===== src/rtl/taxi_gt_qpll_reset_if.sv =====
`default_nettype none
// ============================================================================
// Module      : taxi_gt_qpll_reset_if
// Description : Request/status bundle between the channel-side logic, the
//               QPLL ports and the shared QPLL reset sequencer.
// Revision    : 1.0 - initial release
// ============================================================================
interface taxi_gt_qpll_reset_if #(
  parameter int CH_CNT = 4
);
  logic              qpll_pd_out;
  logic              qpll_reset_out;
  logic              qpll_lock_in;
  logic [CH_CNT-1:0] ch_req_in;
  logic [CH_CNT-1:0] ch_reset_req_in;
  logic              qpll_lock_out;
  logic              qpll_active_out;
  logic [7:0]        retry_cnt_out;

  // Requesting side: channels raise demand/reset levels, the QPLL reports raw lock
  modport master (
    output qpll_lock_in,
    output ch_req_in,
    output ch_reset_req_in,
    input  qpll_pd_out,
    input  qpll_reset_out,
    input  qpll_lock_out,
    input  qpll_active_out,
    input  retry_cnt_out
  );

  // Sequencer side
  modport slave (
    input  qpll_lock_in,
    input  ch_req_in,
    input  ch_reset_req_in,
    output qpll_pd_out,
    output qpll_reset_out,
    output qpll_lock_out,
    output qpll_active_out,
    output retry_cnt_out
  );
endinterface
`default_nettype wire


===== src/rtl/taxi_gt_qpll_reset.sv =====
`default_nettype none
// ============================================================================
// Module      : taxi_gt_qpll_reset
// Description : Shared QPLL power/reset sequencer. Powers the QPLL on demand,
//               merges channel reset requests into one reset sequence,
//               qualifies lock and retries on lock timeout or lock loss.
// Revision    : 1.0 - initial release
// ============================================================================
module taxi_gt_qpll_reset #(
  parameter int CH_CNT    = 4,
  parameter bit ALWAYS_ON = 1'b0,
  parameter int CNT_W     = 8,
  parameter int TO_W      = 16
) (
  input wire                   clk,
  input wire                   rst,
  taxi_gt_qpll_reset_if.slave  bus
);

  localparam int W = (CNT_W > TO_W) ? CNT_W : TO_W;

  // Last count value of the power-up / reset-hold interval and of the lock timeout
  localparam logic [W-1:0]     IVL_LAST  = W'((64'd1 << CNT_W) - 64'd1);
  localparam logic [W-1:0]     TO_LAST   = W'((64'd1 << TO_W) - 64'd1);
  // Qualify count that must be reached with lock still high before declaring lock
  localparam logic [CNT_W:0]   QUAL_DONE = (CNT_W + 1)'(64'd1 << CNT_W);

  localparam logic [2:0] ST_IDLE      = 3'd0;
  localparam logic [2:0] ST_PWRUP     = 3'd1;
  localparam logic [2:0] ST_RESET     = 3'd2;
  localparam logic [2:0] ST_WAIT_LOCK = 3'd3;
  localparam logic [2:0] ST_LOCKED    = 3'd4;

  logic [2:0]        state;
  logic [2:0]        state_nxt;
  logic [W-1:0]      cnt;
  logic [CNT_W:0]    qual;
  logic [7:0]        retry_cnt;
  logic              retry_inc;
  logic              lock_meta;
  logic              lock_sync;
  logic              pd;
  logic              reset;
  logic              lock_out;
  logic              active;
  logic              pd_nxt;
  logic              reset_nxt;
  logic              lock_out_nxt;
  logic              active_nxt;
  logic [CH_CNT-1:0] ch_req;
  logic [CH_CNT-1:0] ch_reset_req;
  logic              req;
  logic              rreq;

  assign ch_req       = bus.ch_req_in;
  assign ch_reset_req = bus.ch_reset_req_in;
  // A reset request only counts from a channel that is actually using the QPLL
  assign req          = ALWAYS_ON | (|ch_req);
  assign rreq         = |(ch_reset_req & ch_req);

  // Two-flop synchronizer bringing the raw QPLL lock into the clk domain
  always_ff @(posedge clk) begin
    if (rst) begin
      lock_meta <= 1'b0;
      lock_sync <= 1'b0;
    end else begin
      lock_meta <= bus.qpll_lock_in;
      lock_sync <= lock_meta;
    end
  end

  // State register with interval/qualify counters, retry counter and registered outputs
  always_ff @(posedge clk) begin
    if (rst) begin
      state     <= ST_IDLE;
      cnt       <= '0;
      qual      <= '0;
      retry_cnt <= 8'd0;
      pd        <= 1'b1;
      reset     <= 1'b1;
      lock_out  <= 1'b0;
      active    <= 1'b0;
    end else begin
      state <= state_nxt;
      // Interval counter restarts on every state change; a held reset request pins it at 0
      if (state_nxt != state) begin
        cnt <= '0;
      end else if (state == ST_RESET && rreq) begin
        cnt <= '0;
      end else if (state == ST_PWRUP || state == ST_RESET || state == ST_WAIT_LOCK) begin
        cnt <= cnt + W'(1);
      end
      // Qualify count measures consecutive synced-lock cycles inside WAIT_LOCK
      if (state_nxt != state || state != ST_WAIT_LOCK || !lock_sync) begin
        qual <= '0;
      end else begin
        qual <= qual + (CNT_W + 1)'(1);
      end
      if (retry_inc && retry_cnt != 8'hFF) begin
        retry_cnt <= retry_cnt + 8'd1;
      end
      pd       <= pd_nxt;
      reset    <= reset_nxt;
      lock_out <= lock_out_nxt;
      active   <= active_nxt;
    end
  end

  // Next-state selection; demand loss outranks lock loss/timeout, which outrank reset requests
  always_comb begin
    state_nxt = state;
    retry_inc = 1'b0;
    if (!req) begin
      state_nxt = ST_IDLE;
    end else begin
      case (state)
        ST_IDLE: begin
          state_nxt = ST_PWRUP;
        end
        ST_PWRUP: begin
          if (cnt == IVL_LAST) state_nxt = ST_RESET;
        end
        ST_RESET: begin
          if (!rreq && cnt == IVL_LAST) state_nxt = ST_WAIT_LOCK;
        end
        ST_WAIT_LOCK: begin
          if (cnt == TO_LAST) begin
            state_nxt = ST_RESET;
            retry_inc = 1'b1;
          end else if (lock_sync && qual == QUAL_DONE) begin
            state_nxt = ST_LOCKED;
          end
        end
        ST_LOCKED: begin
          if (!lock_sync) begin
            state_nxt = ST_RESET;
            retry_inc = 1'b1;
          end else if (rreq) begin
            state_nxt = ST_RESET;
          end
        end
        default: begin
          state_nxt = ST_IDLE;
        end
      endcase
    end
  end

  // Outputs decoded from the next state so they change on the same edge as the state
  always_comb begin
    pd_nxt       = (state_nxt == ST_IDLE);
    reset_nxt    = (state_nxt == ST_IDLE) || (state_nxt == ST_PWRUP) || (state_nxt == ST_RESET);
    lock_out_nxt = (state_nxt == ST_LOCKED);
    active_nxt   = (state_nxt != ST_IDLE);
  end

  assign bus.qpll_pd_out     = pd;
  assign bus.qpll_reset_out  = reset;
  assign bus.qpll_lock_out   = lock_out;
  assign bus.qpll_active_out = active;
  assign bus.retry_cnt_out   = retry_cnt;

endmodule
`default_nettype wire

===== src/flat_wrapper.sv =====
// flat-port wrapper written by rule: the top's interface ports become plain ports
module taxi_gt_qpll_reset_flat 
#(
  parameter int CH_CNT    = 4,
  parameter bit ALWAYS_ON = 1'b0,
  parameter int CNT_W     = 8,
  parameter int TO_W      = 16
)
  (clk, rst, bus_qpll_lock_in, bus_ch_req_in, bus_ch_reset_req_in, bus_qpll_pd_out, bus_qpll_reset_out, bus_qpll_lock_out, bus_qpll_active_out, bus_retry_cnt_out);
  taxi_gt_qpll_reset_if #(.CH_CNT(CH_CNT)) bus_i ();
  input wire clk;
  input wire rst;
  input wire logic [$bits(bus_i.qpll_lock_in)-1:0] bus_qpll_lock_in;
  input wire logic [$bits(bus_i.ch_req_in)-1:0] bus_ch_req_in;
  input wire logic [$bits(bus_i.ch_reset_req_in)-1:0] bus_ch_reset_req_in;
  output wire logic [$bits(bus_i.qpll_pd_out)-1:0] bus_qpll_pd_out;
  output wire logic [$bits(bus_i.qpll_reset_out)-1:0] bus_qpll_reset_out;
  output wire logic [$bits(bus_i.qpll_lock_out)-1:0] bus_qpll_lock_out;
  output wire logic [$bits(bus_i.qpll_active_out)-1:0] bus_qpll_active_out;
  output wire logic [$bits(bus_i.retry_cnt_out)-1:0] bus_retry_cnt_out;
  assign bus_i.qpll_lock_in = bus_qpll_lock_in;
  assign bus_i.ch_req_in = bus_ch_req_in;
  assign bus_i.ch_reset_req_in = bus_ch_reset_req_in;
  assign bus_qpll_pd_out = bus_i.qpll_pd_out;
  assign bus_qpll_reset_out = bus_i.qpll_reset_out;
  assign bus_qpll_lock_out = bus_i.qpll_lock_out;
  assign bus_qpll_active_out = bus_i.qpll_active_out;
  assign bus_retry_cnt_out = bus_i.retry_cnt_out;
  taxi_gt_qpll_reset #(.CH_CNT(CH_CNT), .ALWAYS_ON(ALWAYS_ON), .CNT_W(CNT_W), .TO_W(TO_W)) u_core (.clk(clk), .rst(rst), .bus(bus_i));
endmodule

===== config.mk =====
export PLATFORM = sky130hd
export DESIGN_NAME = taxi_gt_qpll_reset_flat
export DESIGN_NICKNAME = d
export VERILOG_FILES = /design/src/rtl/taxi_gt_qpll_reset_if.sv /design/src/rtl/taxi_gt_qpll_reset.sv /design/src/flat_wrapper.sv
export SDC_FILE = /design/constraint.sdc
export NUM_CORES = 1
export LEC_CHECK = 0
export BUFFER_PORTS_ARGS = -buffer_cell sky130_fd_sc_hd__buf_2
export CAP_MARGIN = 15
export CORE_MARGIN = 4
export CORE_UTILIZATION = 55
export DETAILED_ROUTE_END_ITERATION = 12
export PLACE_DENSITY = 0.75
export REMOVE_ABC_BUFFERS = 1
export SLEW_MARGIN = 20
export SYNTH_ARGS = -nofsm -noshare
export SYNTH_HDL_FRONTEND = slang
export SYNTH_SLANG_ARGS = --single-unit
export TNS_END_PERCENT = 30

===== constraint.sdc =====
create_clock -name clk -period 2.3 [get_ports clk]
set_input_delay 0.345 -clock clk [delete_from_list [all_inputs] [get_ports clk]]
set_output_delay 0.345 -clock clk [all_outputs]
set_load 0.05 [all_outputs]

==> results.toml, run 1 <==
[sta]
skew_ps = 4.63
tns_ps = 0
rsz0062_at_grt = "no"
slew_headroom_pct = 63.4
worstMarginPinSlew_ps = 542
fin_crit_sh_pct = 94.1
finalHoldViolCount = 0
setup_viol = 0
fmax_mhz = 462
finalCriticalPeriod_ps = 2160
maxSlewViolCount = 0

[critical_path]
cpMaxStageDelayCell = "or4_1"
worstPathArrival_ps = 2390
rr_endpoint = "u_core.qual[5]"
rr_startpoint = "u_core.cnt[0]"
crit_chain = "ha_1, nand2_1, o41ai_2, a21boi_1, or4_1, buf_4, nor2_2"
endpoint_kind = "register"
path_class = "reg2reg"
r2r_setup_slack_ps = 140
worst-r2r-cell-count = 7
cp-endpoint = "u_core.qual[5]"
critPathLaunchType = "register"
cp_data_required_time_ps = 2530
crit_fanout = 9
crit_start = "u_core.cnt[0]"
critPathMaxStageDelay_ps = 480

[global_routing]
use_met1_pct = 22.1
grt_pass1_wl_um = 7210
grt_max_degree = 17
grt_use_met3_pct = 3.17
grt_use_total_pct = 17.5
grt_pass1_vias = 1678
grt_overflow_total = 0
gr-max-usage-layer = "met2"
antenna_found_initial = 0
grtUsageMet2_pct = 29.6

[final_layout]
nNetsFinal = 276
diodes = 0
drive_gt1_share_pct = 21.1
areaGrowthSynthToFinish_pct = 12.7

[placed_design]
hpwlAfterDp_um = 2930
gp_congestion = 0.846
port_buffers = 22

[synth]
yosysUniqueCellTypes = 53
synth_top_area_share_pct = 39.9
avgSynthCellArea_sq_um = 9.09
synth_area_leaders = "dfxtp_1 40%, xor2_1 8.7%, nor2_1 5.5%"
synth_flop_cell = "dfxtp_1"
ys_ff_latch = 42
synth_edf_count = 0
ys_seq_area_share_pct = 39.9
ys_warn_count = 0
synth_cells = 232
synth.most_common_cell = "dfxtp_1"
synth_commonest_cells = "42 x dfxtp_1, 31 x nor2_1, 21 x xor2_1, 16 x nand2_1"
yosys.area.top_type = "dfxtp_1"
synthesis.area_sq_mm = 0.00211
async_reset_ff_share_pct = 0

[floorplan]
rows = 22
core_area_sq_mm = 0.00369
ios = 23
initial_core_util_pct = 57.2
die_h_um = 69.9
die_width_um = 69.9
dieArea_sq_mm = 0.00489

[power_and_ir_drop]
ir_drop_v = 0.000360
p_total_mw = 1.23
p_per_area_mw_per_mm2 = 519
p_leak_nw = 0.880

[clock_tree]
htreeDepth = 2
tritoncts = "built"
clkLatencyLatePin_ps = 280
cts.sinks = 42
cts_hold_buf = 0
clockBufferDepth = 2
clockRootBuffer = "clkbuf_8"
clkTransAtPathRegs_ps = 70
cts_setup_buffers = 0
numCtsBuffers = 5

[routing]
drt_wl_total_um = 3930
antenna_left = 0
avgRoutedWirePerCell_um = 12.7
vias = 1740
drt_iter0_markers = 78
via_per_inst = 5.63
firstDrtPassIters = 4
drc = 0

[hold_path]
hp-start = "bus_qpll_lock_in"
hp-class = "in2reg"

[status]
outcome = "finished clean"

[run]
cap_violations = 0
[power by group]
| part | switching, mW | total [mW] | internal [mW] | leakage [nW] |
|---|---|---|---|---|
| clock | 0.221 | 0.430 | 0.209 | 0.0383 |
| sequential | 0.00554 | 0.739 | 0.733 | 0.340 |
| combinational | 0.0400 | 0.0655 | 0.0254 | 0.501 |
[cell type report]
| cell class | count | area (sq um) |
|---|---|---|
| fillers | 338 | 1310 |
| multi-input cells | 177 | 1210 |
| flip-flops and latches | 42 | 841 |
| repair buffers | 30 | 170 |
| clock buffers | 7 | 76.3 |
| well taps | 48 | 60.1 |
| inverters | 5 | 18.8 |
[layer usage]
layer  wire length [um]  up-vias
li1                   -      875
met2               1830       45
met3                207        6
met5                  0        -
met4                 48        0
met1               1850      814
[flip-flops by register name (all words and copies together) (netlist names)]
register,flops
u_core.lock_sync,1
u_core.bus.qpll_active_out,1
u_core.bus.qpll_pd_out,1
u_core.bus.qpll_lock_out,1
u_core.lock_meta,1
u_core.bus.retry_cnt_out,8
u_core.qual,9
u_core.cnt,16
u_core.bus.qpll_reset_out,1
u_core.state,3
[worst min path at each step]
| stage | slack, ps | to | depth (start not counted) |
|---|---|---|---|
| 6_report | 270 | u_core.lock_meta | 2 |
| 5_1_grt | 280 | u_core.lock_meta | 2 |
| 4_1_cts | 270 | u_core.lock_meta | 2 |
| 3_5_place_dp | 430 | u_core.lock_sync | 1 |
| 3_3_place_gp | 420 | u_core.lock_sync | 1 |
| 2_1_floorplan | 410 | u_core.lock_sync | 1 |
[worst max-delay path, delay by kind of cell, from the launching register on]
family          cells  cell delay (ps)
buf+inv             1              200
fa+ha+maj           1              290
compound gates      2              510
simple gates        3              720
flops               1              390
[placed cells by master, fill, tap and decap left out, drive strengths merged, types with 5 or more instances in the layout]
cell / n
nand4: 11
and2: 8
nor2: 40
clkbuf: 7
xnor2: 8
nand2: 16
xor2: 21
and4: 5
nand3: 12
buf: 30
inv: 5
dfxtp: 42
[timing repair]
action,CTS,global route
resized for setup,0,1
setup endpoints to repair,0,3
endpoints found under the hold margin,0,0
[kinds of logic after synthesis]
group                      count (synthesis)  share of synthesized area (%)
and+or+nand+nor                          119                           32.0
DFF                                       42                           39.9
xor gates and xnor gates                  29                           12.0
AOI/OAI and AO/OA                         23                           9.61
buffers and inverters                     13                           3.15
adders and majority gates                  4                           2.37
muxes                                      2                          0.950
[through the flow]
stage          utilization, %  setup slack, ps  cell area [sq um]  cells  hold slack [ps]
6_report                 64.4              137               2380    309              266
5_1_grt                  64.4             12.2               2380    309              280
4_1_cts                  64.2              146               2370    309              265
3_3_place_gp             62.1              181               2290    302              420
2_1_floorplan               -              197               2060    224              414
3_5_place_dp             62.1              139               2290    302              433
Power figures use the tool's default switching activity.
==> run 2: changes to the inputs <==
--- a/config.mk
+++ b/config.mk
@@ -10,7 +10,7 @@
 export CORE_MARGIN = 4
 export CORE_UTILIZATION = 55
 export DETAILED_ROUTE_END_ITERATION = 12
-export PLACE_DENSITY = 0.75
+export PLACE_DENSITY = 0.76
 export REMOVE_ABC_BUFFERS = 1
 export SLEW_MARGIN = 20
 export SYNTH_ARGS = -nofsm -noshare
==> run 2 against run 1 <==
  * Global-route usage grew 0.58 points
  * Register-to-register slack gained 20 ps
  * Setup slack gained 24 ps
  * Wire length grew 2.5%
  * Fmax grew 1.1%
  * Via count shrank 1.7%
  * Non-clock buffer count shrank 1
  * Final area shrank 0.63%
  * Flip-flop and latch count is the same
  * Die area is the same
  * Worst hold slack gained 11 ps
==> results.toml, run 2 (synthesized netlist as in run 1, its figures left out) <==
[clock_tree]
clockRootBuffer = "clkbuf_8"
numCtsBuffers = 5
clkTransAtPathRegs_ps = 70
tritoncts = "built"
htreeDepth = 2
clockBufferDepth = 2
clkLatencyLatePin_ps = 280
cts.sinks = 42

[final_layout]
final_cell_mix = "41 x dfxtp_1, 31 x nor2_1, 22 x buf_2"
top_register = "u_core.cnt"
diodes = 0
largest_reg_flops = 16
regArea_sq_um = 842
areaGrowthSynthToFinish_pct = 12.0
nNetsFinal = 275
drive_gt1_share_pct = 21.2
fill_cells = 342
multi_input_area_sq_mm = 0.00120
final_common_cell = "dfxtp_1"
final_util_pct = 64.0

[routing]
drc = 0
vias = 1710
firstDrtPassIters = 4
dr.max_layer_used = "met4"
antenna_left = 0
drt_wl_total_um = 4030
drt_iter0_markers = 116
avgRoutedWirePerCell_um = 13.1
wl_met2_um = 1900
via_per_inst = 5.55
wl_met1_um = 1880
dr_wl_met3_um = 219

[critical_path]
critPathLaunchType = "register"
worstPathArrival_ps = 2360
r2r_setup_slack_ps = 160
endpoint_kind = "register"
path_class = "reg2reg"
cp_data_required_time_ps = 2520
crit_fanout = 9

[status]
outcome = "finished clean"

[sta]
worstMarginPinSlew_ps = 533
setup_viol = 0
fin_crit_sh_pct = 93.0
skew_ps = 6.88
finalHoldViolCount = 0
maxSlewViolCount = 0
finalCriticalPeriod_ps = 2140
slew_headroom_pct = 64.0
rsz0062_at_grt = "no"
tns_ps = 0
fmax_mhz = 467

[run]
cap_violations = 0

[placed_design]
hpwlAfterDp_um = 2950
port_buffers = 22
gp_congestion = 0.934

[power_and_ir_drop]
seqPwrFrac_pct = 60.0
ir_drop_v = 0.000429
clockPowerShare_pct = 34.8
cell_internal_pwr_mw = 0.966
pwr-share-comb_pct = 5.2
switchingPower_mw = 0.265
p_sw_share_pct = 21.5
p_total_mw = 1.23
p_leak_nw = 0.869
p_per_area_mw_per_mm2 = 521

[floorplan]
initial_core_util_pct = 57.2
dieArea_sq_mm = 0.00489
core_area_sq_mm = 0.00369
die_h_um = 69.9
ios = 23
rows = 22
die_width_um = 69.9

[global_routing]
grt_pass1_vias = 1673
antenna_found_initial = 0
grt_use_total_pct = 18.0
grt_max_degree = 17
grt_pass1_wl_um = 7400
grt_overflow_total = 0

[hold_path]
hp-class = "in2reg"
run 2: cell types whose count changed in the layout (fill, tap and decap cells not counted):
cell     delta
nor4_4      -1
nor4_2      +1
dfxtp_1     -1
buf_4       -1
dfxtp_2     +1
run 2: final timing paths:
path,cells past startpoint,start,end
max,7,u_core.cnt[0],u_core.qual[6]
min,2,bus_qpll_lock_in,u_core.lock_meta
max reg2reg,7,u_core.cnt[0],u_core.qual[6]
min reg2reg,1,u_core.qual[0],u_core.qual[0]
run 2: layer usage:
layer  GRT usage [%]  up-vias
met3            4.46        2
li1                -      873
met1            24.2      796
met4            5.74        0
met2            28.4       39
met5               0        -
run 2: through the flow:
| step | hold WS, ps | setup slack [ps] | instances | instance area (sq um) |
|---|---|---|---|---|
| global placement | 417 | 173 | 301 | 2280 |
| floorplan | 414 | 197 | 224 | 2060 |
| detailed placement | 435 | 142 | 301 | 2280 |
| finish | 277 | 161 | 308 | 2360 |
| CTS | 267 | 99.1 | 308 | 2360 |
| global route | 279 | 5.38 | 308 | 2360 |
run 2: cell type report:
type,count,area share (%)
multi-input cells,177,50.9
flip-flops and latches,42,35.7
repair buffers,29,6.89
clock buffers,7,3.23
well taps,48,2.54
inverters,5,0.795
run 2: power by group through the flow:
stage	combinational (mW)	sequential, mW	clock, mW
after floorplan	0.0279	0.763	0
after CTS	0.0644	0.739	0.445
final	0.0638	0.739	0.428
after detailed placement	0.0643	0.756	0
after global routing	0.0689	0.739	0.479
after global placement	0.0637	0.755	0
run 2: repair_timing:
| item | 4_1_cts | 5_1_grt |
|---|---|---|
| setup endpoints to repair | 0 | 7 |
| resized for setup | 0 | 1 |
| hold buffers | 0 | 0 |
| buffers inserted | 0 | 0 |
run 2: critical path, stage by stage (launching register included):
cell and delay (ps):
dfxtp_1 390, ha_1 290, nand2_1 140, o41ai_2 360, a21boi_1 110, or4_1 480, buf_4 200, nor2_2 110
